File: config.mk
export PLATFORM = sky130hd
export DESIGN_NAME = rggen_axi4lite_initiator
export DESIGN_NICKNAME = d
export VERILOG_FILES = /design/src/rtl/rggen_axi4lite_initiator.sv
export SDC_FILE = /design/constraint.sdc
export NUM_CORES = 1
export LEC_CHECK = 0
export BUFFER_PORTS_ARGS = -buffer_cell sky130_fd_sc_hd__buf_2
export CAP_MARGIN = 10
export CORE_ASPECT_RATIO = 2
export CORE_MARGIN = 2
export CORE_UTILIZATION = 40
export DETAILED_ROUTE_END_ITERATION = 10
export PLACE_DENSITY_LB_ADDON = 0.1
export SLEW_MARGIN = 20
export SYNTH_ARGS = -nofsm -noshare
export SYNTH_HDL_FRONTEND = slang
export SYNTH_SLANG_ARGS = --single-unit
File: constraint.sdc
create_clock -name i_clk -period 1.4 [get_ports i_clk]
set_input_delay 0.28 -clock i_clk [delete_from_list [all_inputs] [get_ports i_clk]]
set_output_delay 0.28 -clock i_clk [all_outputs]
set_load 0.05 [all_outputs]
File: src/rtl/rggen_axi4lite_initiator.sv
// rtl/rggen_axi4lite_initiator.sv - single-outstanding AXI4-Lite initiator with command/response ports
// Optional response timeout and drain: define RGGEN_AXI4LITE_INITIATOR_TIMEOUT_EN.
module rggen_axi4lite_initiator #(
    parameter int ADDRESS_WIDTH  = 7,
    parameter int BUS_WIDTH      = 32,
    parameter int TIMEOUT_CYCLES = 256
) (
    input  logic                     i_clk,
    input  logic                     i_rst_n,
    input  logic                     i_cmd_valid,
    output logic                     o_cmd_ready,
    input  logic                     i_cmd_write,
    input  logic [ADDRESS_WIDTH-1:0] i_cmd_address,
    input  logic [BUS_WIDTH-1:0]     i_cmd_write_data,
    input  logic [BUS_WIDTH/8-1:0]   i_cmd_strobe,
    output logic                     o_rsp_valid,
    input  logic                     i_rsp_ready,
    output logic [BUS_WIDTH-1:0]     o_rsp_read_data,
    output logic [1:0]               o_rsp_status,
    output logic                     o_awvalid,
    input  logic                     i_awready,
    output logic [ADDRESS_WIDTH-1:0] o_awaddr,
    output logic [2:0]               o_awprot,
    output logic                     o_wvalid,
    input  logic                     i_wready,
    output logic [BUS_WIDTH-1:0]     o_wdata,
    output logic [BUS_WIDTH/8-1:0]   o_wstrb,
    input  logic                     i_bvalid,
    output logic                     o_bready,
    input  logic [1:0]               i_bresp,
    output logic                     o_arvalid,
    input  logic                     i_arready,
    output logic [ADDRESS_WIDTH-1:0] o_araddr,
    output logic [2:0]               o_arprot,
    input  logic                     i_rvalid,
    output logic                     o_rready,
    input  logic [BUS_WIDTH-1:0]     i_rdata,
    input  logic [1:0]               i_rresp
);
    localparam int STRB_W = BUS_WIDTH / 8;

    if (!(BUS_WIDTH == 32 || BUS_WIDTH == 64) || TIMEOUT_CYCLES < 2) begin : g_param_check
        $error("rggen_axi4lite_initiator: BUS_WIDTH must be 32 or 64 and TIMEOUT_CYCLES >= 2");
    end

    typedef enum logic [2:0] {
        ST_IDLE, ST_WR_REQ, ST_WR_RSP, ST_RD_REQ, ST_RD_RSP, ST_RESP, ST_DRAIN
    } state_t;

    state_t                   state_q, state_d;
    logic                     write_q, write_d;
    logic [ADDRESS_WIDTH-1:0] addr_q, addr_d;
    logic [BUS_WIDTH-1:0]     wdata_q, wdata_d;
    logic [STRB_W-1:0]        strb_q, strb_d;
    logic                     aw_done_q, aw_done_d;
    logic                     w_done_q, w_done_d;
    logic [BUS_WIDTH-1:0]     rdata_q, rdata_d;
    logic [1:0]               status_q, status_d;
`ifdef RGGEN_AXI4LITE_INITIATOR_TIMEOUT_EN
    localparam int CNT_W = $clog2(TIMEOUT_CYCLES);
    logic [CNT_W-1:0]         cnt_q, cnt_d;
    logic                     timed_out_q, timed_out_d;
`endif

    always_comb begin
        state_d   = state_q;
        write_d   = write_q;
        addr_d    = addr_q;
        wdata_d   = wdata_q;
        strb_d    = strb_q;
        aw_done_d = aw_done_q;
        w_done_d  = w_done_q;
        rdata_d   = rdata_q;
        status_d  = status_q;
`ifdef RGGEN_AXI4LITE_INITIATOR_TIMEOUT_EN
        cnt_d       = cnt_q;
        timed_out_d = timed_out_q;
`endif
        case (state_q)
            ST_IDLE: begin
                if (i_cmd_valid) begin
                    write_d   = i_cmd_write;
                    addr_d    = i_cmd_address;
                    wdata_d   = i_cmd_write_data;
                    strb_d    = i_cmd_strobe;
                    aw_done_d = 1'b0;
                    w_done_d  = 1'b0;
                    state_d   = i_cmd_write ? ST_WR_REQ : ST_RD_REQ;
                end
            end
            ST_WR_REQ: begin
                // AW and W retire independently; the valid of a finished channel is masked by its done flag
                aw_done_d = aw_done_q | i_awready;
                w_done_d  = w_done_q | i_wready;
                if (aw_done_d && w_done_d) begin
                    state_d = ST_WR_RSP;
`ifdef RGGEN_AXI4LITE_INITIATOR_TIMEOUT_EN
                    cnt_d   = '0;
`endif
                end
            end
            ST_WR_RSP: begin
                if (i_bvalid) begin
                    status_d = i_bresp;
                    rdata_d  = '0;
                    state_d  = ST_RESP;
                end
`ifdef RGGEN_AXI4LITE_INITIATOR_TIMEOUT_EN
                else if (cnt_q == CNT_W'(TIMEOUT_CYCLES - 1)) begin
                    status_d    = 2'b01;
                    rdata_d     = '0;
                    timed_out_d = 1'b1;
                    state_d     = ST_RESP;
                end else begin
                    cnt_d = cnt_q + CNT_W'(1);
                end
`endif
            end
            ST_RD_REQ: begin
                if (i_arready) begin
                    state_d = ST_RD_RSP;
`ifdef RGGEN_AXI4LITE_INITIATOR_TIMEOUT_EN
                    cnt_d   = '0;
`endif
                end
            end
            ST_RD_RSP: begin
                if (i_rvalid) begin
                    status_d = i_rresp;
                    rdata_d  = i_rdata;
                    state_d  = ST_RESP;
                end
`ifdef RGGEN_AXI4LITE_INITIATOR_TIMEOUT_EN
                else if (cnt_q == CNT_W'(TIMEOUT_CYCLES - 1)) begin
                    status_d    = 2'b01;
                    rdata_d     = '0;
                    timed_out_d = 1'b1;
                    state_d     = ST_RESP;
                end else begin
                    cnt_d = cnt_q + CNT_W'(1);
                end
`endif
            end
            ST_RESP: begin
                if (i_rsp_ready) begin
`ifdef RGGEN_AXI4LITE_INITIATOR_TIMEOUT_EN
                    state_d = timed_out_q ? ST_DRAIN : ST_IDLE;
`else
                    state_d = ST_IDLE;
`endif
                end
            end
`ifdef RGGEN_AXI4LITE_INITIATOR_TIMEOUT_EN
            ST_DRAIN: begin
                // the late response still belongs to the abandoned transaction and is dropped
                if (write_q ? i_bvalid : i_rvalid) begin
                    timed_out_d = 1'b0;
                    state_d     = ST_IDLE;
                end
            end
`endif
            default: state_d = ST_IDLE;
        endcase
    end

    always_ff @(posedge i_clk) begin
        if (!i_rst_n) begin
            state_q   <= ST_IDLE;
            write_q   <= 1'b0;
            addr_q    <= '0;
            wdata_q   <= '0;
            strb_q    <= '0;
            aw_done_q <= 1'b0;
            w_done_q  <= 1'b0;
            rdata_q   <= '0;
            status_q  <= 2'b00;
`ifdef RGGEN_AXI4LITE_INITIATOR_TIMEOUT_EN
            cnt_q       <= '0;
            timed_out_q <= 1'b0;
`endif
        end else begin
            state_q   <= state_d;
            write_q   <= write_d;
            addr_q    <= addr_d;
            wdata_q   <= wdata_d;
            strb_q    <= strb_d;
            aw_done_q <= aw_done_d;
            w_done_q  <= w_done_d;
            rdata_q   <= rdata_d;
            status_q  <= status_d;
`ifdef RGGEN_AXI4LITE_INITIATOR_TIMEOUT_EN
            cnt_q       <= cnt_d;
            timed_out_q <= timed_out_d;
`endif
        end
    end

    assign o_cmd_ready     = (state_q == ST_IDLE);
    assign o_rsp_valid     = (state_q == ST_RESP);
    assign o_rsp_read_data = rdata_q;
    assign o_rsp_status    = status_q;
    assign o_awvalid       = (state_q == ST_WR_REQ) && !aw_done_q;
    assign o_wvalid        = (state_q == ST_WR_REQ) && !w_done_q;
    assign o_awaddr        = addr_q;
    assign o_awprot        = 3'b000;
    assign o_wdata         = wdata_q;
    assign o_wstrb         = strb_q;
    assign o_arvalid       = (state_q == ST_RD_REQ);
    assign o_araddr        = addr_q;
    assign o_arprot        = 3'b000;
`ifdef RGGEN_AXI4LITE_INITIATOR_TIMEOUT_EN
    assign o_bready = (state_q == ST_WR_RSP) || ((state_q == ST_DRAIN) && write_q);
    assign o_rready = (state_q == ST_RD_RSP) || ((state_q == ST_DRAIN) && !write_q);
`else
    assign o_bready = (state_q == ST_WR_RSP);
    assign o_rready = (state_q == ST_RD_RSP);
`endif
endmodule
Word-level counts from Yosys, hierarchy flattened
Index checks and enable logic that the tools add are counted.
{"block": "word_totals", "register_bits": 82, "latch_bits": 0, "mem_bits_rw": 0, "rom_bits": 0, "in_bits": 89, "wordCells": 50, "memories": 0}
{"block": "op_classes", "addsub": 0, "multipliers": 0, "n_div": 0, "magnitude_cmp": 0, "n_eq_ne": 11, "shift": 0, "mux": 17, "n_bitwise": 2, "n_reduce_logical": 12}
{"cell": "$mux W32", "count": 2}
{"cell": "$pmux W32 S2", "count": 1}
{"cell": "$mux W3", "count": 6}
{"cell": "$pmux W3 S6", "count": 1}
{"cell": "$ne A2 B2 Y1 const B", "count": 4}
{"cell": "$eq A3 B2 Y1 const B", "count": 2}
{"cell": "$eq A3 B3 Y1 const B", "count": 2}
{"cell": "$mux W2", "count": 3}
{"cell": "$reduce_and A6 Y1", "count": 1}
{"cell": "$ne A2 B1 Y1 const B", "count": 2}
{"cell": "$pmux W1 S2", "count": 2}
{"cell": "$pmux W2 S2", "count": 1}
{"cell": "$reduce_and A2 Y1", "count": 2}
{"cell": "$reduce_bool A2 Y1", "count": 2}
{"cell": "$eq A3 B1 Y1 const B", "count": 1}
{"cell": "$logic_and A1 B1 Y1", "count": 3}
{"cell": "$logic_not A3 Y1", "count": 1}
{"cell": "$reduce_and A3 Y1", "count": 1}
{"cell": "$logic_not A1 Y1", "count": 2}
{"cell": "$or A1 B1 Y1", "count": 2}
{"cell": "$mux W1", "count": 1}

Logic depth before layout (Yosys ltp)
Gate-level depths: netlist (run 1).
{"block": "logic_depth", "depth_word": 4, "mapped_depth": 7}

Worst setup path after synthesis (run 1)
Ideal clock, no wire load.
{"block": "synth_timing", "kind": "reg-to-output", "from": "register state_q[1]", "to": "output port o_bready", "arrival_time_ps": 1867, "setup_slack_ps": -747, "path_stages_with_launch": 3, "n_path_buf": 1, "cell_sequence": "dfxtp_1 -> buf_2 -> nor3b_1"}
{"block": "synth_via", "elab_chain_cells": 1}
{"element": "from (decl)", "line_no": "50", "source": "state_t state_q, state_d;"}
{"element": "from (signal assigned)", "line_no": "182", "source": "state_q <= state_d;"}
{"element": "$eq A3 B2 Y1", "line_no": "215", "source": "assign o_bready = (state_q == ST_WR_RSP);"}
{"element": "to (decl)", "line_no": "29", "source": "output logic o_bready,"}
Every way passes these cells.

Final worst setup path (run 1)
{"block": "layout_timing", "from": "register state_q[0]", "to": "output port o_cmd_ready"}
{"block": "layout_via", "elab_chain_cells": 1}
{"element": "$logic_not A3 Y1"}
{"element": "to (decl)", "line_no": "11", "source": "output logic o_cmd_ready,"}
Every way passes these cells.

==> results by group, run 1 <==
Floorplanning
  – Std cell rows: 47
  – Die Ht: 133 µm
  – I/O pins: 186
  – Effective utilization at floorplan: 0.407
  – Floorplan die area: 0.00911 mm²
  – Core region area: 0.00817 mm²
  – Die Wd: 68.5 µm

Route
  – 1st-iter DRT viols: 100
  – Remaining number of nets flagged by the antenna check after routing: 0
  – Via count of the routed design: 3202
  – Overall routed net length: 9810 µm
  – Number of remaining DRC errors: 0
  – First-pass detailed-route iteration total: 4
  – Mean number of vias per cell: 4.85
  – Routed wire per std cell: 14.9 µm

Min path
  – Hold Startpoint: i_cmd_write_data[3]
  – Worst Hold Path Cells: 3
  – Min-Delay Path Class: in2reg
  – Worst hold path endpoint: o_wdata[3]

Setup path
  – Arrival time of data at the critical path endpoint: 1.22 ns
  – Logic depth of the worst register-to-register path: 8
  – Worst flop-to-flop path endpoint: o_wdata[21]
  – Origin of the critical flop-to-flop path: state_q[0]
  – Largest fanout on the critical path: 6
  – CP Capture Type: output port
  – Critical setup path kind: reg2out
  – Critical path data required time: 1.12 ns
  – Startpoint Class: flop
  – Worst reg-to-reg setup slack: -0.08 ns

Finish
  – Net count, final: 647
  – Layout filler cell count: 710
  – Commonest non-fill, non-tap cell in the layout: sky130_fd_sc_hd__buf_2
  – Area taken by flip-flops and latches: 0.00165 mm²
  – Area taken by multi-input logic gates: 0.00191 mm²
  – Share of final-layout standard cells stronger than drive strength 1: 0.562
  – Final Cell Area: 0.00546 mm²
  – Most frequent cells in the layout: 172 x sky130_fd_sc_hd__buf_2, 79 x sky130_fd_sc_hd__dfxtp_1, 47 x sky130_fd_sc_hd__nand2_1, 36 x sky130_fd_sc_hd__nor2b_1, 32 x sky130_fd_sc_hd__a22oi_1
  – Finished Core Util: 0.668
  – Number of standard cells in the layout, taps in and fillers out: 660
  – Syn-to-layout area delta: 64.1%
  – Ant diodes: 0

Power and ir drop
  – Leak Pwr: 2.55 nW
  – Total power consumption of the routed design: 11.1 mW
  – Largest voltage drop on the vdd net: 0.00130 V
  – Power per Cell Area: 2030 mW/mm²

Timing
  – Achievable Freq: 0.666 GHz
  – Sum Neg Setup Slack: -3.72 ns
  – Share of the clock period used by the worst path after layout: 1.07
  – Hold Vio Cnt, Final: 0
  – Min Clock Period, post-route: 1.50 ns
  – Post-route worst setup slack: -0.102 ns
  – Tightest hold margin: 0.184 ns
  – Final-report setup violation count: 84
  – Max-slew violation count: 0
  – Final Skew: 0.00738 ns
  – Setup repair after global routing missed its margin: yes

Global route
  – Wire length of the first global-routing pass: 12700 µm
  – Residual overflow from global routing: 0
  – Maximum number of pins on one net before global-route repair: 85
  – Via count of the first global-routing pass: 2824
  – Total GRT Usage: 0.182
  – Initial antenna violation count: 0

Synth
  – Flip-flop and latch count after synthesis: 82
  – Mapped Cells: 369
  – Sequential area share after synthesis: 0.493
  – Per-instance average area after synthesis: 9.02 µm²
  – Count of distinct cell types in the synthesized netlist: 32
  – Count of synthesis-stage warnings from yosys: 0
  – Mapped Area: 0.00333 mm²

Place
  – Hpwl dp: 5880 µm
  – Area after DPL: 0.00434 mm²
  – Cells after DPL: 621
  – Buffers on Ports: 179
  – Final GP Congestion: 0.770
  – Worst slack at placement: -0.0360 ns

Job
  – Number of maximum-capacitance violations: 0

Clock network
  – Number of buffers between clock root and the deepest sink: 2
  – Later-pin clock latency in the skew report: 0.33 ns
  – Number of clock sinks seen by CTS: 82
  – CTS H-tree lvls: 3
  – Total clock buffers created by CTS: 9
  – Hold Buf Count CTS: 0
  – Reg clk slew, reported paths: 0.06 ns
  – Clock root cell: sky130_fd_sc_hd__clkbuf_16
  – CTS tree: done

Status
  – Status: finished, violations left
  – Violations in the final reports: negative setup slack
==> worst max-delay path, cell delays in order (launching register included) <==
cell                      delay (ns)
sky130_fd_sc_hd__dfxtp_4        0.36
sky130_fd_sc_hd__buf_12         0.13
sky130_fd_sc_hd__nor3_4         0.21
sky130_fd_sc_hd__buf_6          0.20
==> cells by family (layout without fill, tap and decap cells) <==
logic type / Yosys count / in the layout / synth area share
AOI/OAI and AO/OA: 89 / 89 / 0.200
buffers and inverters: 43 / 230 / 0.0726
and+or+nand+nor: 149 / 150 / 0.217
muxes: 5 / 5 / 0.0162
other: 1 / 6 / 0.00113
DFF: 82 / 82 / 0.493
==> sequential cells by signal, summed over array words and instances, names as in the netlist <==
name and cells:
o_araddr 7, aw_done_q 1, o_rsp_read_data 32, o_wstrb 4, o_wdata 32, state_q 3
o_rsp_status 2, w_done_q 1
==> metal layers <==
layer,share of wire,global-route usage,vias to the layer above
li1,-,-,1603
met1,0.34,0.190,1468
met2,0.56,0.316,115
met5,0,0,-
met3,0.069,0.0561,16
met4,0.024,0.0811,0
==> final cells by class <==
class,count,area share
Clock buffer,10,0.0419
Clock inverter,5,0.0190
Inverter,2,0.00138
Multi-Input combinational cell,250,0.350
Sequential cell,82,0.303
Tap cell,98,0.0225
Timing Repair Buffer,213,0.262
==> Yosys cell counts <==
master / count / area, µm²
sky130_fd_sc_hd__o21ai_0: 1 / 5.00
sky130_fd_sc_hd__clkbuf_1: 9 / 33.8
sky130_fd_sc_hd__buf_2: 16 / 80.1
sky130_fd_sc_hd__nor2_1: 3 / 11.3
sky130_fd_sc_hd__nor2b_4: 1 / 13.8
sky130_fd_sc_hd__o211a_1: 2 / 20.0
sky130_fd_sc_hd__a21o_1: 1 / 7.51
sky130_fd_sc_hd__buf_4: 16 / 120
sky130_fd_sc_hd__dfxtp_1: 82 / 1640
sky130_fd_sc_hd__a22oi_1: 34 / 255
sky130_fd_sc_hd__inv_1: 2 / 7.51
sky130_fd_sc_hd__nor4b_2: 1 / 15.0
sky130_fd_sc_hd__o2bb2ai_1: 1 / 8.76
sky130_fd_sc_hd__o22ai_1: 1 / 6.26
sky130_fd_sc_hd__conb_1: 1 / 3.75
sky130_fd_sc_hd__a21boi_1: 43 / 323
sky130_fd_sc_hd__nand2b_1: 4 / 25.0
sky130_fd_sc_hd__a2bb2oi_1: 1 / 8.76
sky130_fd_sc_hd__nor3_2: 1 / 10.0
sky130_fd_sc_hd__a31oi_1: 1 / 6.26
sky130_fd_sc_hd__nand2_1: 92 / 345
sky130_fd_sc_hd__nand3b_1: 2 / 15.0
sky130_fd_sc_hd__and2b_1: 1 / 7.51
sky130_fd_sc_hd__o21ai_1: 2 / 10.0
sky130_fd_sc_hd__and2_1: 4 / 25.0
sky130_fd_sc_hd__mux2_2: 3 / 33.8
sky130_fd_sc_hd__nor3b_1: 1 / 7.51
sky130_fd_sc_hd__nor2b_1: 37 / 231
sky130_fd_sc_hd__mux2i_1: 2 / 20.0
sky130_fd_sc_hd__nand4b_1: 1 / 8.76
sky130_fd_sc_hd__o211ai_1: 2 / 15.0
sky130_fd_sc_hd__nor3_1: 1 / 5.00
==> worst max-delay path by stage <==
| stage | startpoint | endpoint | slack [ns] | depth (start not counted) |
|---|---|---|---|---|
| final | state_q[0] | o_cmd_ready | -0.10 | 3 |
| after global routing | state_q[0] | o_cmd_ready | -0.17 | 3 |
| after CTS | state_q[0] | o_awvalid | -0.11 | 4 |
| after detailed placement | state_q[0] | o_wvalid | -0.04 | 4 |
| after global placement | state_q[0] | o_awvalid | -0.03 | 4 |
| after floorplan | state_q[1] | o_araddr[0] | -0.16 | 6 |
==> power by group <==
| part | total [mW] | internal, mW | switching, mW |
|---|---|---|---|
| Combinational | 5.42 | 2.12 | 3.30 |
| Sequential | 3.06 | 2.71 | 0.345 |
| Clock | 2.62 | 1.73 | 0.886 |
==> timing repair <==
item | in CTS | in global routing
buffers inserted | 10 | 3
pin swaps | 3 | 94
endpoints found under the setup margin | 27 | 85
resized for setup | 25 | 108
cloned | 0 | 11
Note: power is estimated with default switching activity, not from simulation.
==> inputs of run 2 (changes only) <==
==> constraint.sdc (replaced) <==
create_clock -name i_clk -period 1.4 [get_ports i_clk]
set_input_delay 0.14 -clock i_clk [delete_from_list [all_inputs] [get_ports i_clk]]
set_output_delay 0.14 -clock i_clk [all_outputs]
set_load 0.05 [all_outputs]
==> run 2 against run 1 <==
Against the previous run: the flow still finishes with violations (negative setup slack); setup slack improved by 0.082 ns; largest cell class is now flip-flops and latches; utilization down 5.9 points; clock skew about the same; final cell count decreased by 1.5%; global-route usage grew 1.0 points; clock power fell by 7.6%; flip-flop and latch count did not move.
==> results by group, run 2 (synthesis gave the netlist of run 1 again) <==
Status
  – Status: finished, violations left
  – Violations in the final reports: negative setup slack

Floorplanning
  – Die Wd: 68.5 µm (unchanged)
  – Die Ht: 133 µm (unchanged)
  – Effective utilization at floorplan: 0.407 (unchanged)
  – Core region area: 0.00817 mm² (unchanged)
  – Std cell rows: 47 (unchanged)
  – I/O pins: 186 (unchanged)
  – Floorplan die area: 0.00911 mm² (unchanged)

Setup path
  – Critical setup path kind: reg2out
  – Arrival time of data at the critical path endpoint: 1.28 ns (+0.06 ns)
  – Critical path data required time: 1.26 ns (+0.14 ns)
  – CP Capture Type: output port
  – Startpoint Class: flop
  – Largest fanout on the critical path: 7 (+1)

Timing
  – Achievable Freq: 0.704 GHz (+5.8%)
  – Final Skew: 0.00744 ns (+0.0000613 ns)
  – Hold Vio Cnt, Final: 0 (unchanged)
  – Min Clock Period, post-route: 1.42 ns (-0.0824 ns)
  – Final-report setup violation count: 2 (-98%)
  – Post-route worst setup slack: -0.0198 ns (+0.0824 ns)
  – Share of the clock period used by the worst path after layout: 1.01 (-0.0588)
  – Max-slew violation count: 0 (unchanged)
  – Setup repair after global routing missed its margin: yes

Global route
  – Wire length of the first global-routing pass: 13500 µm (+6.7%)
  – Initial antenna violation count: 0 (unchanged)
  – Residual overflow from global routing: 0 (unchanged)
  – Maximum number of pins on one net before global-route repair: 85 (unchanged)
  – Total GRT Usage: 0.192 (+0.0101)
  – Via count of the first global-routing pass: 3013 (+6.7%)

Finish
  – Area taken by flip-flops and latches: 0.00165 mm² (unchanged)
  – Area taken by multi-input logic gates: 0.00159 mm² (-17%)
  – Commonest non-fill, non-tap cell in the layout: sky130_fd_sc_hd__buf_2
  – Ant diodes: 0 (unchanged)
  – Most frequent cells in the layout: 173 x sky130_fd_sc_hd__buf_2, 91 x sky130_fd_sc_hd__nand2_1, 79 x sky130_fd_sc_hd__dfxtp_1, 42 x sky130_fd_sc_hd__a21boi_1, 36 x sky130_fd_sc_hd__nor2b_1
  – Net count, final: 636 (-1.7%)
  – Layout filler cell count: 758 (+6.8%)
  – Share of final-layout standard cells stronger than drive strength 1: 0.453 (-0.109)
  – Syn-to-layout area delta: 49.5%

Clock network
  – Later-pin clock latency in the skew report: 0.33 ns (about the same)
  – Hold Buf Count CTS: 0 (unchanged)
  – Total clock buffers created by CTS: 9 (unchanged)
  – Number of clock sinks seen by CTS: 82 (unchanged)
  – Reg clk slew, reported paths: 0.06 ns (about the same)
  – CTS tree: done
  – Clock root cell: sky130_fd_sc_hd__clkbuf_16
  – Number of buffers between clock root and the deepest sink: 2 (unchanged)
  – CTS H-tree lvls: 3 (unchanged)

Route
  – Routed wire per std cell: 14.2 µm (-4.7%)
  – Mean number of vias per cell: 4.89 (+0.81%)
  – Via count of the routed design: 3179 (-0.72%)
  – First-pass detailed-route iteration total: 4 (unchanged)
  – 1st-iter DRT viols: 157 (+57%)
  – Overall routed net length: 9210 µm (-6.1%)
  – Number of remaining DRC errors: 0 (unchanged)
  – Remaining number of nets flagged by the antenna check after routing: 0 (unchanged)

Power and ir drop
  – Total power consumption of the routed design: 9.67 mW (-13%)
  – Leak Pwr: 2.32 nW (-9.3%)
  – Power per Cell Area: 1940 mW/mm² (-4.4%)
  – Largest voltage drop on the vdd net: 0.00118 V (-8.9%)

Place
  – Final GP Congestion: 0.780 (+1.3%)
  – Worst slack at placement: -0.0518 ns (-0.0158 ns)
  – Hpwl dp: 6130 µm (+4.2%)
  – Buffers on Ports: 179 (unchanged)

Job
  – Number of maximum-capacitance violations: 0 (unchanged)

Min path
  – Min-Delay Path Class: in2reg
==> run 2: cell types whose count changed in the layout (fill, tap and decap cells not counted), moves of 3 or more <==
cell,before,now
sky130_fd_sc_hd__a21boi_2,22,1
sky130_fd_sc_hd__nand2_2,20,0
sky130_fd_sc_hd__a22oi_1,32,23
sky130_fd_sc_hd__clkbuf_16,15,12
sky130_fd_sc_hd__nand2_4,24,1
sky130_fd_sc_hd__nand2_1,47,91
sky130_fd_sc_hd__a22oi_2,2,11
sky130_fd_sc_hd__a21boi_1,21,42
sky130_fd_sc_hd__buf_4,14,9
==> run 2: critical path: stages (launching register included) <==
cell,delay [ns]
sky130_fd_sc_hd__dfxtp_4,0.37
sky130_fd_sc_hd__buf_4,0.16
sky130_fd_sc_hd__nand2b_4,0.16
sky130_fd_sc_hd__nor2_4,0.11
sky130_fd_sc_hd__buf_8,0.15
==> run 2: cell type report <==
cell class                 instances  share of cell area
clock inverter                     5              0.0123
tap                               98              0.0247
multi-input combinational        249               0.319
sequential                        82               0.332
timing repair buffer             203               0.259
clock buffer                      11              0.0508
inverter                           2             0.00151
==> run 2: final timing paths <==
path / start / endpoint / slack (ns) / cells past startpoint
setup / recovery: state_q[1] / o_wvalid / -0.02 / 4
setup reg to reg: state_q[1] / o_rsp_read_data[18] / 0.01 / 6
hold reg to reg: o_wdata[14] / o_wdata[14] / 0.45 / 2
hold / removal: i_cmd_write_data[3] / o_wdata[3] / 0.04 / 3
==> run 2: metrics by stage <==
step | utilization | std cells | setup TNS, ns | hold slack [ns] | cell area (µm²)
after detailed placement | 0.530 | 624 | -0.680 | 0.387 | 4330
after global routing | 0.608 | 650 | -1.96 | 0.0391 | 4970
after global placement | 0.530 | 624 | -0.365 | 0.380 | 4330
after CTS | 0.585 | 644 | -0.113 | 0.0340 | 4780
after floorplan | - | 374 | -6.94 | 0.275 | 3410
final | 0.608 | 650 | -0.0228 | 0.0429 | 4970
==> run 2: what timing repair did <==
item,CTS,global route
cloned,0,4
endpoints found under the setup margin,45,84
buffers inserted,4,2
pin swaps,2,4
endpoints found under the hold margin,0,0
gates resized for setup,30,21
==> run 2: layer usage <==
| layer | GRT usage | up-vias | wire, µm |
|---|---|---|---|
| met2 | 0.325 | 128 | 4950 |
| met4 | 0.0822 | 0 | 185 |
| met3 | 0.0544 | 13 | 705 |
| met1 | 0.214 | 1467 | 3370 |
| met5 | 0 | - | 0 |
| li1 | - | 1571 | - |
==> run 2: report_power, final <==
group / internal, mW / switching (mW)
clock network: 1.49 / 0.929
logic: 1.50 / 2.81
registers: 2.71 / 0.234
total: 5.70 / 3.97
==> inputs of run 3 (changes only) <==
CORE_MARGIN = 5   (was 2)
==> run 3 against run 2 <==
Against the previous run: the run still ends with negative setup slack left; combinational power is 14% higher; utilization rose by 3.8 points; count of clock-buffer cells in the layout rose by 1; wire length grew 21%.
==> results by group, run 3 (synthesis gave the netlist of run 1 again) <==
Status
  – Status: finished, violations left
  – Violations in the final reports: negative setup slack

Finish
  – Net count, final: 646 (+1.6%)
  – Share of final-layout standard cells stronger than drive strength 1: 0.516 (+0.0631)
  – Layout filler cell count: 734 (-3.2%)
  – Area taken by flip-flops and latches: 0.00165 mm² (-0.15%)
  – Area taken by multi-input logic gates: 0.00176 mm² (+11%)
  – Syn-to-layout area delta: 60.0%
  – Commonest non-fill, non-tap cell in the layout: sky130_fd_sc_hd__buf_2
  – Most frequent cells in the layout: 172 x sky130_fd_sc_hd__buf_2, 88 x sky130_fd_sc_hd__nand2_1, 79 x sky130_fd_sc_hd__dfxtp_1, 36 x sky130_fd_sc_hd__nor2b_1, 33 x sky130_fd_sc_hd__a21boi_1
  – Final Cell Area: 0.00532 mm² (+7.0%)
  – Ant diodes: 0 (unchanged)

Timing
  – Tightest hold margin: 0.0376 ns (-0.00529 ns)
  – Sum Neg Setup Slack: -0.741 ns (-0.718 ns)
  – Achievable Freq: 0.688 GHz (-2.3%)
  – Post-route worst setup slack: -0.0536 ns (-0.0337 ns)
  – Min Clock Period, post-route: 1.45 ns (+0.0337 ns)
  – Final Skew: 0.00704 ns (-0.000398 ns)
  – Final-report setup violation count: 28 (+26)
  – Hold Vio Cnt, Final: 0 (unchanged)
  – Share of the clock period used by the worst path after layout: 1.04 (+0.0241)
  – Max-slew violation count: 0 (unchanged)
  – Setup repair after global routing missed its margin: yes

Floorplanning
  – I/O pins: 186 (unchanged)
  – Std cell rows: 47 (unchanged)
  – Effective utilization at floorplan: 0.404 (-0.00291)
  – Floorplan die area: 0.0104 mm² (+14%)
  – Die Ht: 139 µm (+4.5%)
  – Core region area: 0.00823 mm² (+0.72%)
  – Die Wd: 74.5 µm (+8.8%)

Route
  – Routed wire per std cell: 16.9 µm (+19%)
  – 1st-iter DRT viols: 112 (-29%)
  – Overall routed net length: 11200 µm (+21%)
  – Number of remaining DRC errors: 0 (unchanged)
  – Via count of the routed design: 3252 (+2.3%)
  – First-pass detailed-route iteration total: 6 (+2)
  – Remaining number of nets flagged by the antenna check after routing: 0 (unchanged)
  – Mean number of vias per cell: 4.93 (+0.75%)

Setup path
  – Largest fanout on the critical path: 8 (+1)
  – Startpoint Class: flop
  – Origin of the critical flop-to-flop path: state_q[1]
  – Critical setup path kind: reg2reg
  – Arrival time of data at the critical path endpoint: 1.68 ns (+0.40 ns)
  – Start point of the critical path: state_q[1]
  – CP Capture Type: flop
  – Critical path data required time: 1.62 ns (+0.36 ns)

Power and ir drop
  – Largest voltage drop on the vdd net: 0.00105 V (-11%)
  – Power per Cell Area: 1950 mW/mm² (+0.51%)
  – Leak Pwr: 2.44 nW (+5.4%)
  – Total power consumption of the routed design: 10.4 mW (+7.6%)

Place
  – Area after DPL: 0.00432 mm² (-0.35%)
  – Hpwl dp: 6580 µm (+7.3%)
  – Buffers on Ports: 179 (unchanged)
  – Final GP Congestion: 0.784 (+0.44%)

Clock network
  – CTS H-tree lvls: 3 (unchanged)
  – Later-pin clock latency in the skew report: 0.33 ns (about the same)
  – Number of clock sinks seen by CTS: 82 (unchanged)
  – Clock root cell: sky130_fd_sc_hd__clkbuf_16
  – Reg clk slew, reported paths: 0.06 ns (about the same)
  – Number of buffers between clock root and the deepest sink: 2 (unchanged)
  – Total clock buffers created by CTS: 9 (unchanged)
  – CTS tree: done

Job
  – Number of maximum-capacitance violations: 0 (unchanged)

Global route
  – Wire length of the first global-routing pass: 14300 µm (+5.6%)
  – Maximum number of pins on one net before global-route repair: 85 (unchanged)
  – Residual overflow from global routing: 0 (unchanged)
  – Total GRT Usage: 0.175 (-0.0163)
  – Initial antenna violation count: 1 (+1)
  – Via count of the first global-routing pass: 3034 (+0.70%)

Min path
  – Min-Delay Path Class: in2reg
  – Hold Startpoint: i_cmd_address[0]
## run 3: routing by layer
layer | track usage | vias up | part of all wire
met1 | 0.190 | 1514 | 0.33
met4 | 0.0647 | 2 | 0.020
met5 | 0 | - | 0.0018
li1 | - | 1596 | -
met2 | 0.307 | 121 | 0.57
met3 | 0.0559 | 19 | 0.074
## run 3: path summary, 6_finish.rpt
check                  endpoint  slack (ns)  depth (start not counted)
min                 o_araddr[0]        0.04                          3
min reg2reg         o_wdata[22]        0.45                          2
max reg2reg  o_rsp_read_data[0]       -0.05                          6
max          o_rsp_read_data[0]       -0.05                          6
## run 3: cell type report
type	instances	share of cell area
inverters	2	0.00141
clock buffers	12	0.0463
multi-input cells	249	0.330
flip-flops and latches	82	0.310
repair buffers	213	0.275
clock inverters	4	0.0139
well taps	98	0.0230
## run 3: worst max-delay path, stage by stage, from the launching register on
cell and delay, ns:
sky130_fd_sc_hd__dfxtp_4 0.38, sky130_fd_sc_hd__buf_6 0.13, sky130_fd_sc_hd__nand3b_1 0.16, sky130_fd_sc_hd__a21o_4 0.29, sky130_fd_sc_hd__clkbuf_16 0.19, sky130_fd_sc_hd__a22oi_2 0.12, sky130_fd_sc_hd__nor2b_1 0.07
## run 3: power breakdown
part	total [mW]	internal (mW)	switching, mW
Clock	2.54	1.62	0.920
Combinational	4.90	1.82	3.08
Sequential	2.96	2.71	0.256
Total	10.4	6.15	4.26
## run 3: repair_timing
action | in CTS | in global routing
pin swaps | 0 | 12
hold endpoints to repair | 0 | 0
setup endpoints to repair | 11 | 84
resized for setup | 22 | 66
hold buffers | 0 | 0
cloned | 0 | 15
setup buffers | 2 | 5
## run 3: metrics by stage
step | std cells | setup slack (ns) | util
6_report | 660 | -0.0536 | 0.647
5_1_grt | 660 | -0.112 | 0.647
4_1_cts | 640 | -0.0663 | 0.574
3_5_place_dp | 622 | 0.00193 | 0.524
3_3_place_gp | 622 | 0.0397 | 0.524
2_1_floorplan | 374 | -0.161 | -
